==> src/rtl/reset_sequencer.sv <==
// rtl/reset_sequencer.sv - staged, pclk-synchronous resets released after a filtered MMCM lock
// Lock glitch filter, ordered per-channel release, soft-reset re-run and saturating lock-loss count.
module reset_sequencer #(
    parameter int NUM_CH      = 3,
    parameter int LOCK_FILTER = 16,
    parameter int STAGE_DELAY = 10,
    parameter int LOSS_W      = 4
) (
    input  logic              pclk,
    input  logic              rst,
    input  logic              locked,
    input  logic              soft_rst,
    output logic [NUM_CH-1:0] rst_out,
    output logic              ready,
    output logic [LOSS_W-1:0] loss_cnt
);

    typedef enum logic [1:0] {HOLD, RELEASE, RUN} state_t;

    localparam logic [7:0] LF      = 8'(LOCK_FILTER);
    localparam logic [7:0] LF_M1   = 8'(LOCK_FILTER - 1);
    localparam logic [7:0] SD_M1   = 8'(STAGE_DELAY - 1);
    localparam logic [2:0] LAST_CH = 3'(NUM_CH - 1);

    state_t              state_q, state_d;
    logic [1:0]          sync_q, sync_d;
    logic [7:0]          filt_q, filt_d;
    logic [7:0]          stg_q, stg_d;
    logic [2:0]          ch_q, ch_d;
    logic [NUM_CH-1:0]   rst_out_q, rst_out_d;
    logic                ready_q, ready_d;
    logic [LOSS_W-1:0]   loss_q, loss_d;
    logic                locked_s;

    assign sync_d   = {sync_q[0], locked};
    assign locked_s = sync_q[1];

    always_comb begin
        state_d   = state_q;
        filt_d    = filt_q;
        stg_d     = stg_q;
        ch_d      = ch_q;
        rst_out_d = rst_out_q;
        ready_d   = ready_q;
        loss_d    = loss_q;
        case (state_q)
            HOLD: begin
                rst_out_d = '1;
                ready_d   = 1'b0;
                if (!locked_s) begin
                    filt_d = 8'd0;
                end else if (filt_q == LF) begin
                    state_d = RELEASE;
                    filt_d  = 8'd0;
                    stg_d   = 8'd0;
                    ch_d    = 3'd0;
                end else begin
                    filt_d = filt_q + 8'd1;
                end
            end
            default: begin
                if (!locked_s) begin
                    state_d   = HOLD;
                    rst_out_d = '1;
                    ready_d   = 1'b0;
                    filt_d    = 8'd0;
                    if (loss_q != '1) loss_d = loss_q + 1'b1;
                end else if (soft_rst) begin
                    // Lock is known good, so skip most of the filter on re-entry.
                    state_d   = HOLD;
                    rst_out_d = '1;
                    ready_d   = 1'b0;
                    filt_d    = LF_M1;
                end else if (state_q == RELEASE) begin
                    if (stg_q == SD_M1) begin
                        for (int k = 0; k < NUM_CH; k++) begin
                            if (ch_q == 3'(k)) rst_out_d[k] = 1'b0;
                        end
                        stg_d = 8'd0;
                        ch_d  = ch_q + 3'd1;
                        if (ch_q == LAST_CH) begin
                            state_d = RUN;
                            ready_d = 1'b1;
                        end
                    end else begin
                        stg_d = stg_q + 8'd1;
                    end
                end
            end
        endcase
    end

    always_ff @(posedge pclk or posedge rst) begin
        if (rst) begin
            state_q   <= HOLD;
            sync_q    <= 2'b00;
            filt_q    <= 8'd0;
            stg_q     <= 8'd0;
            ch_q      <= 3'd0;
            rst_out_q <= '1;
            ready_q   <= 1'b0;
            loss_q    <= '0;
        end else begin
            state_q   <= state_d;
            sync_q    <= sync_d;
            filt_q    <= filt_d;
            stg_q     <= stg_d;
            ch_q      <= ch_d;
            rst_out_q <= rst_out_d;
            ready_q   <= ready_d;
            loss_q    <= loss_d;
        end
    end

    assign rst_out  = rst_out_q;
    assign ready    = ready_q;
    assign loss_cnt = loss_q;

endmodule

==> config.mk <==
export PLATFORM = sky130hd
export DESIGN_NAME = reset_sequencer
export DESIGN_NICKNAME = d
export VERILOG_FILES = /design/src/rtl/reset_sequencer.sv
export SDC_FILE = /design/constraint.sdc
export NUM_CORES = 1
export LEC_CHECK = 0
export CAP_MARGIN = 20
export CORE_UTILIZATION = 37
export CTS_CLUSTER_DIAMETER = 150
export DETAILED_ROUTE_END_ITERATION = 8
export HOLD_SLACK_MARGIN = 0.12
export PLACE_DENSITY_LB_ADDON = 0.12
export SYNTH_ARGS = -nofsm -noshare
export SYNTH_HDL_FRONTEND = slang
export SYNTH_SLANG_ARGS = --single-unit
==> constraint.sdc <==
create_clock -name pclk -period 2.15 [get_ports pclk]
set_input_delay 0.215 -clock pclk [delete_from_list [all_inputs] [get_ports pclk]]
set_output_delay 0.215 -clock pclk [all_outputs]
set_load 0.03 [all_outputs]
==> results_dict.tcl <==
set metrics [dict create \
    final_nets 216 \
    slew_violations 0 \
    p_leak_uw 0.000925 \
    via_count 1432 \
    worst_slew_pin_slew_ns 0.594 \
    max_cap_check_violation_count 0 \
    critPathSlowestCell "sky130_fd_sc_hd__or4_1" \
    area_delta_synth_final_pct 22.5 \
    design.die.area_um2 4940 \
    drt-wirelength-per-cell_um 14.7 \
    pre_cts_ws_ns -0.0141 \
    ant_nets 0 \
    dp_hpwl_um 2810 \
    swShare_pct 22.1 \
    die_x_um 70.3 \
    post_layout_nonfiller_instances 256 \
    achievable-frequency_mhz 471 \
    worstSkewPairLatency_ns 0.28 \
    grt.overflow.total 0 \
    setup_fix_buffers_added_after_clock_tree_synthesis 0 \
    chipHeight_um 70.3 \
    required_time_at_the_worst_slack_endpoint_ns 2.35 \
    numCtsBuffers 5 \
    async_reset_ff_share_pct 100 \
    synth-warning-count 0 \
    synth_enable_flop_cells 0 \
    grt_antenna_before_repair 0 \
    min-delay-path-class "in -> async" \
    drive_gt1_share_pct 20.1 \
    grt_pass1_wl_um 6610 \
    critical_path.startpoint_type "register" \
    gpl.final_weighted_congestion 0.814 \
    final.min_clock_period_ns 2.12 \
    layout_commonest_cell "sky130_fd_sc_hd__dfrtp_1" \
    min_period_over_period_pct 98.7 \
    clock_sink_count 31 \
    peakVddDrop_mv 0.351 \
    critical_path_depth 6 \
    final_cell_mix "sky130_fd_sc_hd__dfrtp_1, sky130_fd_sc_hd__buf_4, sky130_fd_sc_hd__nand3_1" \
    internal_uw 875 \
    worst-setup-path-type "reg -> reg" \
    report.final.setup_viol 0 \
    grt_start_max_net_pins 32 \
    rsz0062_at_grt "true" \
    reg2regPathDepth 6 \
    worst_clock_skew_ns 0.00764 \
    rows 24 \
    critical-path-max-stage-delay_ns 0.51 \
    power.switching_uw 248 \
    viasPerCell 5.59 \
    outcome "completed" \
    post-route-worst-setup-slack_ns 0.0273 \
    core_region_area_um2 4410 \
    report.final.hold_viol_count 0 \
    clock_buffer_depth 2 \
    summed_negative_setup_slack_over_all_endpoints_ns 0 \
    detail_route.iter0.violations 48 \
    ys_seq_elements 31 \
    part_of_the_total_power_dissipated_in_sequential_elements_pct 53.0 \
    power_frac_clock_pct 41.3 \
    synthCells 173 \
    seq_total_area_yosys_pct 45.2 \
    number_of_global_route_vias_before_repair 1418 \
    worst_hold_slack_ns 0.319 \
    synthDistinctLibCells 47 \
    syn_area_per_cell_um2 9.97 \
    clk_transition_reported_paths_ns 0.07 \
    drc_errors 0 \
    pre_antenna_drt_iters 4 \
    comb_power_share_pct 5.7 \
    power.density_cell_area_nw_per_um2 531 \
    max-slew-margin-rel_pct 60.2 \
    crit_path_max_fanout 5 \
    antenna-diode-count 0 \
    synth_nets 186 \
    critical_path.cell_chain "inv_2 > ha_1 > or4b_4 > o31a_1 > or4_1 > a21oi_1" \
    initial_utilization_pct 39.1 \
    htree_num_levels 2 \
    arrival_ns 2.32 \
    critical_path.endpoint_type "register" \
    ctsRootBufferMaster "sky130_fd_sc_hd__clkbuf_8" \
    syn-cell-area_um2 1730 \
    placement.io_buffers 11 \
    worst_path_bufs_invs 1 \
    dp.cells 248 \
    finalWirelength_um 3770 \
    tritoncts_clock_tree "built" \
    cp_top_family "simple AND/OR/NAND/NOR gates" \
    grt_use_total_pct 17.0 \
    postSynth.topFlopCell "sky130_fd_sc_hd__dfrtp_1" \
    cts.hold.buffers_added 0 \
    top_level_ports 12 \
]
-- Yosys cell counts, drive strengths merged, types with 4 or more instances --
master / instances / area share, %
dfrtp: 28 / 41
nand3: 14 / 4.1
inv: 12 / 2.6
o21ai: 10 / 2.9
a21oi: 9 / 2.6
ha: 9 / 6.5
nand2: 8 / 1.7
or3: 6 / 2.2
a21o: 5 / 2.2
clkbuf: 5 / 1.1
nand2b: 5 / 1.8
nor2: 5 / 1.2
nor3b: 4 / 1.7
-- state kept, by name, indices dropped and copies added (netlist names) --
signal    flops
loss_cnt      4
ch_q          3
stg_q         8
rst_out       3
state_q       2
ready         1
filt_q        8
sync_q        2
-- per-layer routing --
layer | share of wire, % | GRT usage (%) | up-vias | wire length [um]
met5 | 0 | 0 | - | 0
met4 | 1.2 | 5.78 | 0 | 46
met3 | 4.3 | 4.91 | 6 | 161
met2 | 49 | 27.2 | 33 | 1850
met1 | 45 | 21.8 | 705 | 1710
li1 | - | - | 688 | -
-- what timing repair did --
item                       4_1_cts  5_1_grt
hold endpoints to repair         0        0
setup endpoints to repair        1        9
pin swaps                        1        2
resized for setup                0        5
-- power groups by stage --
| stage | combinational (uW) | sequential, uW | clock (uW) |
|---|---|---|---|
| CTS | 65.2 | 595 | 476 |
| floorplan | 35.8 | 605 | 0 |
| global route | 72.3 | 595 | 515 |
| finish | 63.5 | 595 | 464 |
| detailed placement | 64.8 | 605 | 0 |
| global placement | 62.4 | 605 | 0 |
-- tightest hold or removal path: stages --
cell and delay, ns:
sky130_fd_sc_hd__clkdlybuf4s50_1 0.40, sky130_fd_sc_hd__inv_1 0.05, sky130_fd_sc_hd__buf_4 0.35
-- stage by stage --
step / util [%] / power [uW] / instance area [um^2]
after floorplan: - / 641 / 1730
after global placement: 45.5 / 667 / 2010
after detailed placement: 45.5 / 670 / 2010
after CTS: 47.6 / 1140 / 2100
after global routing: 47.9 / 1180 / 2110
final: 47.9 / 1120 / 2110
-- cell type report --
cell class | count | area (um^2)
clock inverters | 1 | 5.00
inverters | 12 | 45.0
multi-input cells | 124 | 883
flip-flops and latches | 31 | 779
well taps | 52 | 65.1
repair buffers | 29 | 249
fillers | 444 | 2300
clock buffers | 7 | 86.3
-- worst paths after layout --
| kind | from | end | slack, ns |
|---|---|---|---|
| max reg2reg | filt_q[0]$_DFFE_PP0N_ | stg_q[7]$_DFFE_PP0P_ | 0.03 |
| min reg2reg | sync_q[0]$_DFF_PP0_ | sync_q[1]$_DFF_PP0_ | 0.35 |
| min in group pclk | sync_q[0]$_DFF_PP0_ | sync_q[1]$_DFF_PP0_ | 0.35 |
| max in group asynchronous | rst | rst_out[2]$_DFFE_PP1P_ | 1.50 |
| min | rst | sync_q[0]$_DFF_PP0_ | 0.32 |
| max | filt_q[0]$_DFFE_PP0N_ | stg_q[7]$_DFFE_PP0P_ | 0.03 |
-- kinds of logic after synthesis --
group                      Yosys count  share of synthesized area, %
AOI/OAI and AO/OA                   45                          18.5
xor gates and xnor gates             4                          2.03
adders and majority gates            9                          6.53
buffers and inverters               18                          4.13
DFF                                 31                          45.2
muxes                                3                          1.89
and+or+nand+nor                     63                          21.8
(Power assumes the default switching activity.)
==> edit: new RTL, same settings <==
Set the parameter `NUM_CH` to 2 (it was 3).
--- a/src/rtl/reset_sequencer.sv
+++ b/src/rtl/reset_sequencer.sv
@@ -2,5 +2,5 @@
 // Lock glitch filter, ordered per-channel release, soft-reset re-run and saturating lock-loss count.
 module reset_sequencer #(
-    parameter int NUM_CH      = 3,
+    parameter int NUM_CH      = 2,
     parameter int LOCK_FILTER = 16,
     parameter int STAGE_DELAY = 10,
Interface: changed (resized rst_out); port bits go from 12 to 11. No check against the original RTL was run, so the function may have changed too.
==> edit against the unedited design <==
  * Wire length fell by 7.9%
  * Sequential cell count down 1
  * Total power decreased by 1.3%
  * Worst hold slack got worse by 14 ps
  * Setup slack improved by 260 ps
  * Largest cell class unchanged
  * Maximum frequency is 14% higher
  * Clock skew down 1.8 ps
  * Final area fell by 11%
  * Synthesized area down 6.1%
==> edit: results (changes against the unedited design) <==
status=complete, no violations; CP delay by family, top=simple AND/OR/NAND/NOR gates; Worst Path Arrival=2070 ps (-250 ps); Post-CTS Setup Repair Bufs=0 (unchanged); Worst-path clk slew=70 ps (about the same); Total Routing Usage GR=0.183 (+0.0134); DP HPWL=2380 µm (-15%); worst hold path class=in -> async; Remaining Overflow, GRT=0 (unchanged); vias per cell=5.66 (+1.2%); layout cells sized above 1=0.109 (-0.0923); Max stage delay on crit path=530 ps (+20 ps); drt initial violations=82 (+71%); Synth cell types=42 (-11%); PostCTS Resize Cnt=0 (unchanged); Crit Path Max Fanout=19 (+14); # Max-Cap Violations=0 (unchanged); R2R Path End=stg_q[5]; Leak=0.789 nW (-15%); htree depth=2 (unchanged); synth cell count leaders=dfrtp_1 (28), nand2_1 (16), nand3_1 (15); buffers added on ports=10 (-1); ranking of synthesized cells by area=dfrtp_1 (43%), ha_1 (6.2%), nand3_1 (4.6%), o21ai_0 (4.0%), nand2_1 (3.7%); Placer Congestion=0.824 (+1.3%); diodes inserted=0 (unchanged); CP Capture Type=register; Reg2Reg Depth=6 (unchanged); number of buffers created by CTS=5 (unchanged); Worst-Skew Late Latency=280 ps (about the same); Syn Nets=178 (-4.3%); initial antenna violation count=0 (unchanged); Peak VDD IR=0.348 mV (-0.89%); Root Buffer Master=clkbuf_8; Ys Warns=0 (unchanged); setup slack at placement=279 ps (+294 ps); Longest Clk Path Bufs=2 (unchanged); vias in the first global route=1308 (-7.8%); Post-synth ARST share=1.00 (unchanged); Fill cells=394 (-11%); first-pass GRT wire length=6130 µm (-7.3%); CP Launch Point=filt_q[0]; Max-Slew Margin vs Limit=0.632 (+0.0308); drt wl/cell=14.8 µm (+0.81%); largest net degree at the start of global routing=31 (-3.1%); slowest CP cell=or4_1; register area share after synthesis=0.465 (+0.0131); Max Clock Skew=5.79 ps (-1.84 ps); period utilisation layout=0.867 (-0.120); nets@finish=195 (-9.7%); main flop type after synthesis=dfrtp_1; drt pass-1 iters=4 (unchanged)
[edit: cell types whose count changed in the layout (fill, tap and decap cells not counted), moves of 3 or more]
cell	change
o31ai_1	+3
nor2_1	+4
nor3b_1	-3
a31oi_1	+3
nand2b_1	-5
nand2_1	+8
buf_4	-14
or3_1	-4
o21ai_0	+4
a21o_1	-5
[edit: layout make-up]
type,instances,area share
sequential,30,0.399
inverter,10,0.0199
tap,50,0.0332
clock inverter,2,0.00663
timing repair buffer,13,0.0650
multi-input combinational,123,0.432
clock buffer,6,0.0438
[edit: through the flow]
step,utilization,std cells,instance area [µm²],hold slack [ps]
global route,0.458,234,1890,350
detailed placement,0.435,226,1790,335
CTS,0.458,234,1890,313
finish,0.458,234,1890,305
floorplan,-,166,1620,246
global placement,0.435,226,1790,333
[edit: kinds of logic (layout without fill, tap and decap cells)]
family	Yosys count	count (layout)	synth area share
flip-flops	30	30	0.465
multiplexers	2	2	0.0131
buffers and inverters	13	31	0.0317
adder cells (fa/ha/maj)	8	8	0.0618
AO/OA/AOI/OAI	44	44	0.178
XOR/XNOR	5	5	0.0270
AND/OR/NAND/NOR	64	64	0.224
[edit: routing by layer]
layer	part of all wire	track usage	up-vias
li1	-	-	641
met1	0.48	0.237	651
met2	0.46	0.276	27
met3	0.045	0.0633	6
met4	0.018	0.0781	0
met5	0	0	-
[edit: report_power, final]
group	leakage (nW)	switching, mW	internal, mW
clock network	0.0472	0.225	0.257
registers	0.390	0.00783	0.571
logic	0.352	0.0313	0.0154
[edit: worst min-delay path, stage by stage]
cell             delay, ps
clkdlybuf4s50_1        390
inv_1                   50
buf_4                  350
